### src/rtl/color_mixer_signed_stream_pkg.sv
// Shared definitions for the signed colour mixer stream.
//   - mix_mode_e : per-beat combination of the two lane products
//   - PROD_WIDTH : full-precision product width for a W-bit signed sub-pixel
//   - SUM_WIDTH  : width of the combined sum, with headroom for the bias
//   - DEFAULT_BIAS / BIAS_DEFAULT : legacy rounding bias (2^(W-1)-1)
package color_mixer_pkg;

  typedef enum logic [1:0] {
    MIX_ADD  = 2'd0,  // A*B + C*D
    MIX_SUB  = 2'd1,  // A*B - C*D
    MIX_MUL  = 2'd2,  // A*B
    MIX_RSUB = 2'd3   // C*D - A*B
  } mix_mode_e;

  // 2W keeps (-2^F)^2 exact.
  function automatic int PROD_WIDTH(input int w);
    return 2 * w;
  endfunction

  // Two extra bits cover the sum/difference of two products plus the bias.
  function automatic int SUM_WIDTH(input int w);
    return 2 * w + 2;
  endfunction

  function automatic int DEFAULT_BIAS(input int w);
    return (1 << (w - 1)) - 1;
  endfunction

  localparam int BIAS_DEFAULT = DEFAULT_BIAS(9);

endpackage

### src/rtl/color_mixer_signed_stream_if.sv
// Stream bundle for the colour mixer: input beat (valid/ready, mode, tag,
// four packed signed colours) and output beat (valid/ready, colour, tag).
//   slave  : the mixer side (consumes s_*, produces m_*)
//   master : the producer/consumer around the mixer
interface color_mixer_signed_stream_if #(
  parameter int W          = 9,
  parameter int N          = 4,
  parameter int USER_WIDTH = 8
);

  logic                  s_valid;
  logic                  s_ready;
  logic [1:0]            s_mode;
  logic [USER_WIDTH-1:0] s_user;
  logic [N*W-1:0]        s_colorA;
  logic [N*W-1:0]        s_colorB;
  logic [N*W-1:0]        s_colorC;
  logic [N*W-1:0]        s_colorD;
  logic                  m_valid;
  logic                  m_ready;
  logic [N*W-1:0]        m_color;
  logic [USER_WIDTH-1:0] m_user;

  modport slave (
    input  s_valid, s_mode, s_user, s_colorA, s_colorB, s_colorC, s_colorD,
    input  m_ready,
    output s_ready, m_valid, m_color, m_user
  );

  modport master (
    output s_valid, s_mode, s_user, s_colorA, s_colorB, s_colorC, s_colorD,
    output m_ready,
    input  s_ready, m_valid, m_color, m_user
  );

endinterface

### src/rtl/color_mixer_signed_stream_lane.sv
// One sub-pixel of the mixer through both pipeline stages.
//   aclk, resetn : clock, async active-low reset
//   en1          : stage-1 load (products of the incoming beat)
//   en2          : stage-2 load (combine, bias, shift, clamp)
//   a, b, c, d   : signed sub-pixels of the incoming beat
//   mode         : mode of the beat held in stage 1
//   color        : saturated signed result (stage-2 register)
module color_mixer_lane
  import color_mixer_pkg::*;
#(
  parameter int W    = 9,
  parameter int BIAS = DEFAULT_BIAS(W)
) (
  input  logic                aclk,
  input  logic                resetn,
  input  logic                en1,
  input  logic                en2,
  input  logic signed [W-1:0] a,
  input  logic signed [W-1:0] b,
  input  logic signed [W-1:0] c,
  input  logic signed [W-1:0] d,
  input  mix_mode_e           mode,
  output logic signed [W-1:0] color
);

  localparam int PW = PROD_WIDTH(W);
  localparam int SW = SUM_WIDTH(W);
  localparam int F  = W - 1;

  localparam logic signed [SW-1:0] BIAS_S = SW'(BIAS);
  localparam logic signed [SW-1:0] MAX_S  = SW'((1 << (W - 1)) - 1);
  localparam logic signed [SW-1:0] MIN_S  = -MAX_S - SW'(1);

  logic signed [PW-1:0] p_ab, p_cd;
  logic signed [SW-1:0] ab_x, cd_x, sum, biased, t;
  logic signed [W-1:0]  sat;

  always_ff @(posedge aclk or negedge resetn) begin
    if (!resetn) begin
      p_ab <= '0;
      p_cd <= '0;
    end else if (en1) begin
      p_ab <= PW'(a) * PW'(b);
      p_cd <= PW'(c) * PW'(d);
    end
  end

  always_comb begin
    ab_x = SW'(p_ab);
    cd_x = SW'(p_cd);
    sum  = '0;
    case (mode)
      MIX_ADD:  sum = ab_x + cd_x;
      MIX_SUB:  sum = ab_x - cd_x;
      MIX_MUL:  sum = ab_x;
      MIX_RSUB: sum = cd_x - ab_x;
      default:  sum = '0;
    endcase
    biased = sum + BIAS_S;
    // Arithmetic shift rounds toward minus infinity; BIAS picks the rounding.
    t = biased >>> F;
    if (t > MAX_S)
      sat = {1'b0, {(W-1){1'b1}}};
    else if (t < MIN_S)
      sat = {1'b1, {(W-1){1'b0}}};
    else
      sat = t[W-1:0];
  end

  always_ff @(posedge aclk or negedge resetn) begin
    if (!resetn)
      color <= '0;
    else if (en2)
      color <= sat;
  end

endmodule

### src/rtl/color_mixer_signed_stream.sv
// Signed colour mixer with valid/ready flow control and a 2-stage pipeline.
//   aclk, resetn : clock, async active-low reset
//   bus (slave)  : s_valid/s_ready/s_mode/s_user/s_colorA..D in,
//                  m_valid/m_ready/m_color/m_user out
// Each of the N lanes computes a mode-selected combination of A*B and C*D,
// adds BIAS, shifts right by W-1 and saturates to W signed bits. The tag in
// s_user travels alongside the beat unchanged.
module color_mixer_signed_stream
  import color_mixer_pkg::*;
#(
  parameter int SUB_PIXEL_WIDTH     = 9,
  parameter int NUMBER_OF_SUB_PIXEL = 4,
  parameter int USER_WIDTH          = 8,
  parameter int BIAS                = DEFAULT_BIAS(SUB_PIXEL_WIDTH)
) (
  input  logic                         aclk,
  input  logic                         resetn,
  color_mixer_signed_stream_if.slave   bus
);

  localparam int W = SUB_PIXEL_WIDTH;
  localparam int N = NUMBER_OF_SUB_PIXEL;

  logic                  v1, m_valid_q;
  logic                  en1, en2;
  mix_mode_e             mode1;
  logic [USER_WIDTH-1:0] user1, m_user_q;
  logic [N*W-1:0]        m_color_q;

  // Stage 2 advances when empty or drained; stage 1 advances when empty or
  // when stage 2 advances, so a bubble in stage 1 is always refillable.
  assign en2         = !m_valid_q || bus.m_ready;
  assign en1         = !v1 || en2;
  assign bus.s_ready = en1;
  assign bus.m_valid = m_valid_q;
  assign bus.m_user  = m_user_q;
  assign bus.m_color = m_color_q;

  always_ff @(posedge aclk or negedge resetn) begin
    if (!resetn) begin
      v1        <= 1'b0;
      mode1     <= MIX_ADD;
      user1     <= '0;
      m_valid_q <= 1'b0;
      m_user_q  <= '0;
    end else begin
      if (en1) begin
        v1    <= bus.s_valid;
        mode1 <= mix_mode_e'(bus.s_mode);
        user1 <= bus.s_user;
      end
      if (en2) begin
        m_valid_q <= v1;
        m_user_q  <= user1;
      end
    end
  end

  for (genvar i = 0; i < N; i++) begin : g_lane
    color_mixer_lane #(
      .W    (W),
      .BIAS (BIAS)
    ) u_lane (
      .aclk   (aclk),
      .resetn (resetn),
      .en1    (en1),
      .en2    (en2),
      .a      (bus.s_colorA[i*W +: W]),
      .b      (bus.s_colorB[i*W +: W]),
      .c      (bus.s_colorC[i*W +: W]),
      .d      (bus.s_colorD[i*W +: W]),
      .mode   (mode1),
      .color  (m_color_q[i*W +: W])
    );
  end

endmodule
### src/flat_wrapper.sv
// flat-port wrapper written by rule: the top's interface ports become plain ports
module color_mixer_signed_stream_flat import color_mixer_pkg::*;
#(
  parameter int SUB_PIXEL_WIDTH     = 9,
  parameter int NUMBER_OF_SUB_PIXEL = 4,
  parameter int USER_WIDTH          = 8,
  parameter int BIAS                = DEFAULT_BIAS(SUB_PIXEL_WIDTH)
)
  (aclk, resetn, bus_s_valid, bus_s_mode, bus_s_user, bus_s_colorA, bus_s_colorB, bus_s_colorC, bus_s_colorD, bus_m_ready, bus_s_ready, bus_m_valid, bus_m_color, bus_m_user);
  color_mixer_signed_stream_if #(.USER_WIDTH(USER_WIDTH)) bus_i ();
  input  logic aclk;
  input  logic resetn;
  input wire logic [$bits(bus_i.s_valid)-1:0] bus_s_valid;
  input wire logic [$bits(bus_i.s_mode)-1:0] bus_s_mode;
  input wire logic [$bits(bus_i.s_user)-1:0] bus_s_user;
  input wire logic [$bits(bus_i.s_colorA)-1:0] bus_s_colorA;
  input wire logic [$bits(bus_i.s_colorB)-1:0] bus_s_colorB;
  input wire logic [$bits(bus_i.s_colorC)-1:0] bus_s_colorC;
  input wire logic [$bits(bus_i.s_colorD)-1:0] bus_s_colorD;
  input wire logic [$bits(bus_i.m_ready)-1:0] bus_m_ready;
  output wire logic [$bits(bus_i.s_ready)-1:0] bus_s_ready;
  output wire logic [$bits(bus_i.m_valid)-1:0] bus_m_valid;
  output wire logic [$bits(bus_i.m_color)-1:0] bus_m_color;
  output wire logic [$bits(bus_i.m_user)-1:0] bus_m_user;
  assign bus_i.s_valid = bus_s_valid;
  assign bus_i.s_mode = bus_s_mode;
  assign bus_i.s_user = bus_s_user;
  assign bus_i.s_colorA = bus_s_colorA;
  assign bus_i.s_colorB = bus_s_colorB;
  assign bus_i.s_colorC = bus_s_colorC;
  assign bus_i.s_colorD = bus_s_colorD;
  assign bus_i.m_ready = bus_m_ready;
  assign bus_s_ready = bus_i.s_ready;
  assign bus_m_valid = bus_i.m_valid;
  assign bus_m_color = bus_i.m_color;
  assign bus_m_user = bus_i.m_user;
  color_mixer_signed_stream #(.SUB_PIXEL_WIDTH(SUB_PIXEL_WIDTH), .NUMBER_OF_SUB_PIXEL(NUMBER_OF_SUB_PIXEL), .USER_WIDTH(USER_WIDTH), .BIAS(BIAS)) u_core (.aclk(aclk), .resetn(resetn), .bus(bus_i));
endmodule
### config.mk
export PLATFORM = sky130hd
export DESIGN_NAME = color_mixer_signed_stream_flat
export DESIGN_NICKNAME = d
export VERILOG_FILES = /design/src/rtl/color_mixer_signed_stream_pkg.sv /design/src/rtl/color_mixer_signed_stream_if.sv /design/src/rtl/color_mixer_signed_stream_lane.sv /design/src/rtl/color_mixer_signed_stream.sv /design/src/flat_wrapper.sv
export SDC_FILE = /design/constraint.sdc
export NUM_CORES = 2
export LEC_CHECK = 0
export BUFFER_PORTS_ARGS = -buffer_cell sky130_fd_sc_hd__buf_2
export CAP_MARGIN = 40
export CORE_AREA = 2 2 259 261
export CTS_BUF_LIST = sky130_fd_sc_hd__clkbuf_8
export CTS_CLUSTER_SIZE = 10
export DETAILED_ROUTE_END_ITERATION = 10
export DIE_AREA = 0 0 261 263
export GPL_TIMING_DRIVEN = 0
export PLACE_DENSITY = 0.85
export SETUP_SLACK_MARGIN = 0.02
export SLEW_MARGIN = 25
export SYNTH_ARGS = -nofsm -noshare
export SYNTH_HDL_FRONTEND = slang
export SYNTH_HIERARCHICAL = 1
export SYNTH_SLANG_ARGS = --single-unit
### constraint.sdc
create_clock -name aclk -period 5.48 [get_ports aclk]
set_input_delay 1.644 -clock aclk [delete_from_list [all_inputs] [get_ports aclk]]
set_output_delay 1.644 -clock aclk [all_outputs]
set_load 0.005 [all_outputs]
# Yosys cells after proc, flatten, opt, wreduce, memory -nomap -nowiden
# Cells that the tools add are included.
[word_totals]
regBits = 200
latch_bits = 0
ramBits = 0
romBits = 0
input_bits = 158
output_inout_bits = 46
word_cells = 69
memories = 0
[classes]
n_addsub = 16
multipliers = 8
div_mod_pow = 0
magnitude_cmp = 8
n_eq_ne = 3
shifts = 0
mux = 12
n_bitwise = 0
n_reduce_logical = 5
[op_table]
columns = ["op", "n"]
rows = [
  ["one-hot mux 20 bit (4 select lines)", 4],
  ["subtractor 18 x 18 -> 19 bit", 8],
  ["multiplier 9 x 9 -> 18 bit", 8],
  ["adder 20 x 9 -> 20 bit (second input constant)", 4],
  ["adder 18 x 18 -> 19 bit", 4],
  ["two-way mux 9 bit", 8],
  ["greater-than comparator 12 x 9 -> 1 bit (second input constant)", 4],
  ["less-than comparator 12 x 9 -> 1 bit (second input constant)", 4],
  ["equality test 2 bit (second input constant)", 2],
  ["equality test 2 x 1 -> 1 bit (second input constant)", 1],
  ["zero test 1 bit", 2],
  ["zero test 2 bit", 1],
  ["logical OR 1 bit", 2],
]

# Logic depth before layout (Yosys ltp)
[depth]
ltp_word = 6
mapped_depth = 22
depth_no_buf = 22

# Hierarchy
# Netlist, hierarchy kept.
[modules_own_cells]
columns = ["module", "n_inst", "cells_per_inst", "area_per_inst_um2", "seq_area_each_um2"]
rows = [
  ["color_mixer_lane at u_core.g_lane[3].u_lane", 1, 1203, 10543.9, 1126.1],
  ["color_mixer_lane at u_core.g_lane[2].u_lane", 1, 1209, 10526.3, 1126.1],
  ["color_mixer_lane at u_core.g_lane[0].u_lane", 1, 1165, 10266.1, 1126.1],
  ["color_mixer_lane at u_core.g_lane[1].u_lane", 1, 1146, 10167.3, 1126.1],
  ["color_mixer_signed_stream", 1, 45, 783.3, 500.5],
]

# Least setup slack after synthesis
# Ideal clock, no wire load.
[synth_timing]
path_kind = "input port to flip-flop"
from = "input bus_s_colorB[11]"
to = "register u_core.g_lane[1].u_lane.p_ab[17]"
setup_time_ps = 125
arrival_ps = 6539
required_ps = 5355
setup_slack_ps = -1184
stages = 22
path_buffers = 1
path_cell_list = "clkbuf_1 > nand2_1 > fa_1 > fa_1 > inv_1 > ha_1 > inv_1 > fa_1 > inv_1 > ha_1 > ha_1 > fa_1 > a21o_1 > a21oi_1 > o21bai_1 > a21oi_1 > nor2b_1 > o21a_1 > o31a_1 > o41ai_1 > xnor2_1 > mux2_2"
[synth_between]
elab_chain_cells = 1
[synth_lines]
columns = ["item", "line", "rtl"]
rows = [
  ["from (decl)", "flat_wrapper.sv:17", "input wire logic [$bits(bus_i.s_colorB)-1:0] bus_s_colorB;"],
  ["multiplier 9 x 9 -> 18 bit", "color_mixer_signed_stream_lane.sv:43", "p_ab <= PW'(a) * PW'(b);"],
  ["to (signal assigned)", "color_mixer_signed_stream_lane.sv:43", ""],
  ["to (decl)", "color_mixer_signed_stream_lane.sv:34", "logic signed [PW-1:0] p_ab, p_cd;"],
]
# Every way passes these cells.
# A chain may end at the register's enable or synchronous reset.

# Final worst setup path
[layout_timing]
from = "input bus_s_colorD[20]"
to = "register u_core.g_lane[2].u_lane.p_cd[16]"
[layout_between]
elab_chain_cells = 1
[layout_lines]
columns = ["item", "line", "rtl"]
rows = [
  ["from (decl)", "flat_wrapper.sv:19", "input wire logic [$bits(bus_i.s_colorD)-1:0] bus_s_colorD;"],
  ["multiplier 9 x 9 -> 18 bit", "color_mixer_signed_stream_lane.sv:44", "p_cd <= PW'(c) * PW'(d);"],
  ["to (signal assigned)", "color_mixer_signed_stream_lane.sv:44", ""],
  ["to (decl)", "color_mixer_signed_stream_lane.sv:34", ""],
]
# Every way passes these cells.

==> summary.md <==
| Metric | Value |
|---|---|
| Grt ovf | `0` |
| Async S/R FF share, synth | `100%` |
| Grt peak-use layer | `met2` |
| Met1 global-route usage | `41.1%` |
| Die height | `263 um` |
| Final ANT Viol Nets | `0` |
| DR vias | `35600` |
| Global Route Usage Sum | `32.7%` |
| Reg power frac | `9.4%` |
| RSZ-0062 raised after global routing | `true` |
| WL/cell | `19.1 um` |
| CP peak stage delay | `0.61 ns` |
| Required @ worst endpoint | `5.95 ns` |
| Port bufs | `119` |
| Clock share of power | `3.0%` |
| Accumulated negative setup slack | `-6.74 ns` |
| Sw Pwr | `17.0 mW` |
| Startpoint types | `input pin` |
| Crit path time final | `5.92 ns` |
| Num CTS Buffers | `17` |
| Max FO, Critical Path | `7` |
| Setup violators final | `31` |
| Relative slew slack | `45.1%` |
| Power Dens Cells | `678 nW/um2` |
| Synth unique cells | `122` |
| Root buffer cell | `clkbuf_8` |
| Fmax | `0.169 GHz` |
| Synth area leaders | `fa_1 27%, ha_1 14%, dfrtp_1 12%` |
| Internal Pwr Total | `15.8 mW` |
| Final Cell Area | `48500 um2` |
| WL final | `112 mm` |
| Clock Sink Count | `200` |
| Die area | `68600 um2` |
| Sequential area share after synthesis | `11.8%` |
| Yosys warnings | `6` |
| Routed vias/inst | `6.06` |
| Most used DFF post-synth | `dfrtp_1` |
| Share of cells above drive strength 1 | `15.7%` |
| Net count, final | `6192` |
| Boundary Pins | `204` |
| Final Hold Viols | `0` |
| First-pass GRT wire length | `181 mm` |
| Largest net degree at the start of global routing | `89` |
| Final period utilization | `108%` |
| Sw frac | `51.8%` |
| Number of core rows | `94` |
| CTS Buffer Depth | `2` |
| Combinational Power Share | `87.6%` |
| Synth Area per Inst | `8.87 um2` |
| Largest area contributor in the netlist | `fa_1` |
| Clk slew on worst S/H paths | `0.12 ns` |
| Area added between synthesis and finish | `14.6%` |
| Placed Area | `46000 um2` |
| Most Frequent Cell on Critical Path | `fa_1` |
| Max IR drop VDD | `0.000760 V` |
| Critical setup path kind | `in -> reg` |
| Initial Util | `64.4%` |
| Vias in the first global route | `36800` |
| Synth Instances | `4768` |
| Worst-Margin Slew | `0.802 ns` |
| Initial antenna violation count | `2` |
| Synth cell count leaders | `699 x inv_1, 568 x fa_1, 522 x nand2_1` |
| Die W | `261 um` |
| Inst Count DP | `5756` |
| Pre-antenna DRT Iters | `8` |
| Leak | `23.1 nW` |
| Met3 usage | `5.83%` |
| Count leader, synth | `inv_1` |
| Slack of the worst reg-to-reg path | `0.31 ns` |
| GR Util met2 | `54.9%` |
| Total Power | `32.9 mW` |
| Post-synth net total | `5958` |
| Core box area | `65600 um2` |
| HPWL Detailed | `87.8 mm` |
| Synth top area share | `26.9%` |
| Skew final | `0.0272 ns` |
| Failing checks | `negative setup slack` |
| Outcome | `finished, violations left` |
| DRT iter0 DRCs | `2916` |
| Yosys reg bits | `200` |
| EDFF count, synth | `0` |
| Hold-fix buffers at CTS | `0` |
| Synthesized area | `42300 um2` |
| Drt drc | `0` |
| CP Capture Type | `flip-flop` |
| Worst-skew pair later-pin latency | `0.61 ns` |
| GP Congestion | `0.982` |
| Crit-path cells | `clkbuf_16 > nand2_4 > fa_1 > inv_2 > fa_1 > fa_1 > fa_1 > fa_1 > ha_4 > inv_4 > o21bai_4 > a21oi_2 > nor2b_1 > o21a_1 > o31a_1 > o41ai_2 > xor2_1 > mux2i_1` |
| Max-cap viol count | `0` |
| Crit path DAT | `6.39 ns` |
| Non-Filler Instances | `5880` |
| CTS tree | `yes` |
| CTS H-tree lvls | `4` |
| HP Class | `reg -> reg` |
| Slowest-stage cell, CP | `fa_1` |
| Count of pins over their slew limit | `0` |
| Final WS setup | `-0.443 ns` |
[power groups by stage]
stage | Sequential [mW] | Clock [mW] | Combinational (mW)
after detailed placement | 3.07 | 0 | 26.1
after global routing | 3.14 | 1.06 | 31.7
after floorplan | 2.80 | 0 | 20.7
after CTS | 3.04 | 1.01 | 27.3
final | 3.08 | 0.984 | 28.8
after global placement | 3.05 | 0 | 25.2
[final timing paths]
path                                              from                                            to  cells after the start
max                                   bus_s_colorD[20]  u_core/g_lane[2].u_lane/p_cd[16]$_DFFE_PN0P_                     18
max in group asynchronous                       resetn   u_core/g_lane[1].u_lane/p_cd[2]$_DFFE_PN0P_                      3
max reg2reg                u_core/mode1[0]$_DFFE_PN0P_  u_core/g_lane[0].u_lane/color[6]$_DFFE_PN0P_                     14
min reg2reg                u_core/user1[2]$_DFFE_PN0P_                   u_core/user1[2]$_DFFE_PN0P_                      1
min in group asynchronous                       resetn              u_core/bus.m_user[6]$_DFFE_PN0P_                      1
min                        u_core/user1[2]$_DFFE_PN0P_                   u_core/user1[2]$_DFFE_PN0P_                      1
[flip-flops by register name, summed over array words and instances (netlist names)]
| signal | cells |
|---|---|
| u_core/v1 | 1 |
| u_core/g_lane.u_lane/p_cd | 72 |
| u_core/user1 | 8 |
| u_core/bus.m_user | 8 |
| u_core/mode1 | 2 |
| u_core/g_lane.u_lane/color | 36 |
| u_core/g_lane.u_lane/p_ab | 72 |
| u_core/bus.m_valid | 1 |
[through the flow]
| stage | hold WS [ns] | setup WS [ns] | utilization [%] |
|---|---|---|---|
| floorplan | 0.454 | -0.859 | - |
| global placement | 0.464 | -1.27 | 69.9 |
| detailed placement | 0.471 | -1.38 | 70.1 |
| CTS | 0.495 | -0.356 | 72.6 |
| global route | 0.516 | -0.560 | 73.9 |
| finish | 0.492 | -0.443 | 73.9 |
[area by class of cell]
| class | count | area [um2] |
|---|---|---|
| Clock inverter | 12 | 109 |
| Sequential cell | 200 | 5010 |
| Clock buffer | 19 | 262 |
| Antenna cell | 2 | 5.00 |
| Inverter | 700 | 2640 |
| Tap cell | 864 | 1080 |
| Multi-Input combinational cell | 3697 | 35600 |
| Buffer | 170 | 2040 |
| Fill cell | 4637 | 17200 |
| Timing Repair Buffer | 216 | 1690 |
[layer usage]
| layer | vias up | part of all wire, % | wire length, um |
|---|---|---|---|
| met5 | - | 0 | 0 |
| met4 | 0 | 4.7 | 5230 |
| met3 | 356 | 6.4 | 7240 |
| met2 | 1385 | 50 | 55900 |
| met1 | 17600 | 39 | 44100 |
| li1 | 16300 | - | - |
[repair_timing]
item | in CTS | in global routing
setup buffers | 58 | 34
setup endpoints to repair | 34 | 74
gates resized for setup | 191 | 147
pin swaps | 135 | 78
[worst max-delay path, delay by kind of cell]
| family | cells | cell delay (ns) |
|---|---|---|
| compound gates | 5 | 1.05 |
| xor+xnor | 1 | 0.27 |
| fa+ha+maj | 6 | 2.94 |
| buf+inv | 3 | 0.24 |
| mux | 1 | 0.12 |
| simple gates | 2 | 0.12 |
[cell usage in the layout (no fill, tap or decap), types with 25 or more instances in the layout]
master	count
nor3_1	67
and3_1	26
clkbuf_8	34
fa_2	39
a21oi_1	175
nand2b_1	85
or3_1	26
inv_2	30
nand3_1	36
o211ai_1	31
nor2_1	204
o21a_1	47
dfrtp_1	199
buf_2	72
clkbuf_16	47
xnor2_1	223
clkbuf_1	61
a31oi_1	31
buf_4	114
mux2i_1	26
o21ai_0	143
xor2_1	57
a21oi_2	29
ha_1	410
mux2_2	59
a211oi_1	33
nand2_4	25
buf_6	30
nand2_1	450
ha_4	50
a21o_1	71
nor2b_1	35
fa_1	529
nand2_2	48
inv_1	666
and2_1	255
[logic make-up after synthesis]
group                    Yosys count  synth area share (%)
adder cells (fa/ha/maj)         1032                  40.6
XOR/XNOR                         286                  5.92
buffers and inverters            871                  7.87
AND/OR/NAND/NOR                 1396                  16.6
AO/OA/AOI/OAI                    877                  14.4
multiplexers                     106                  2.78
flip-flops                       200                  11.8
(Power assumes the default switching activity.)
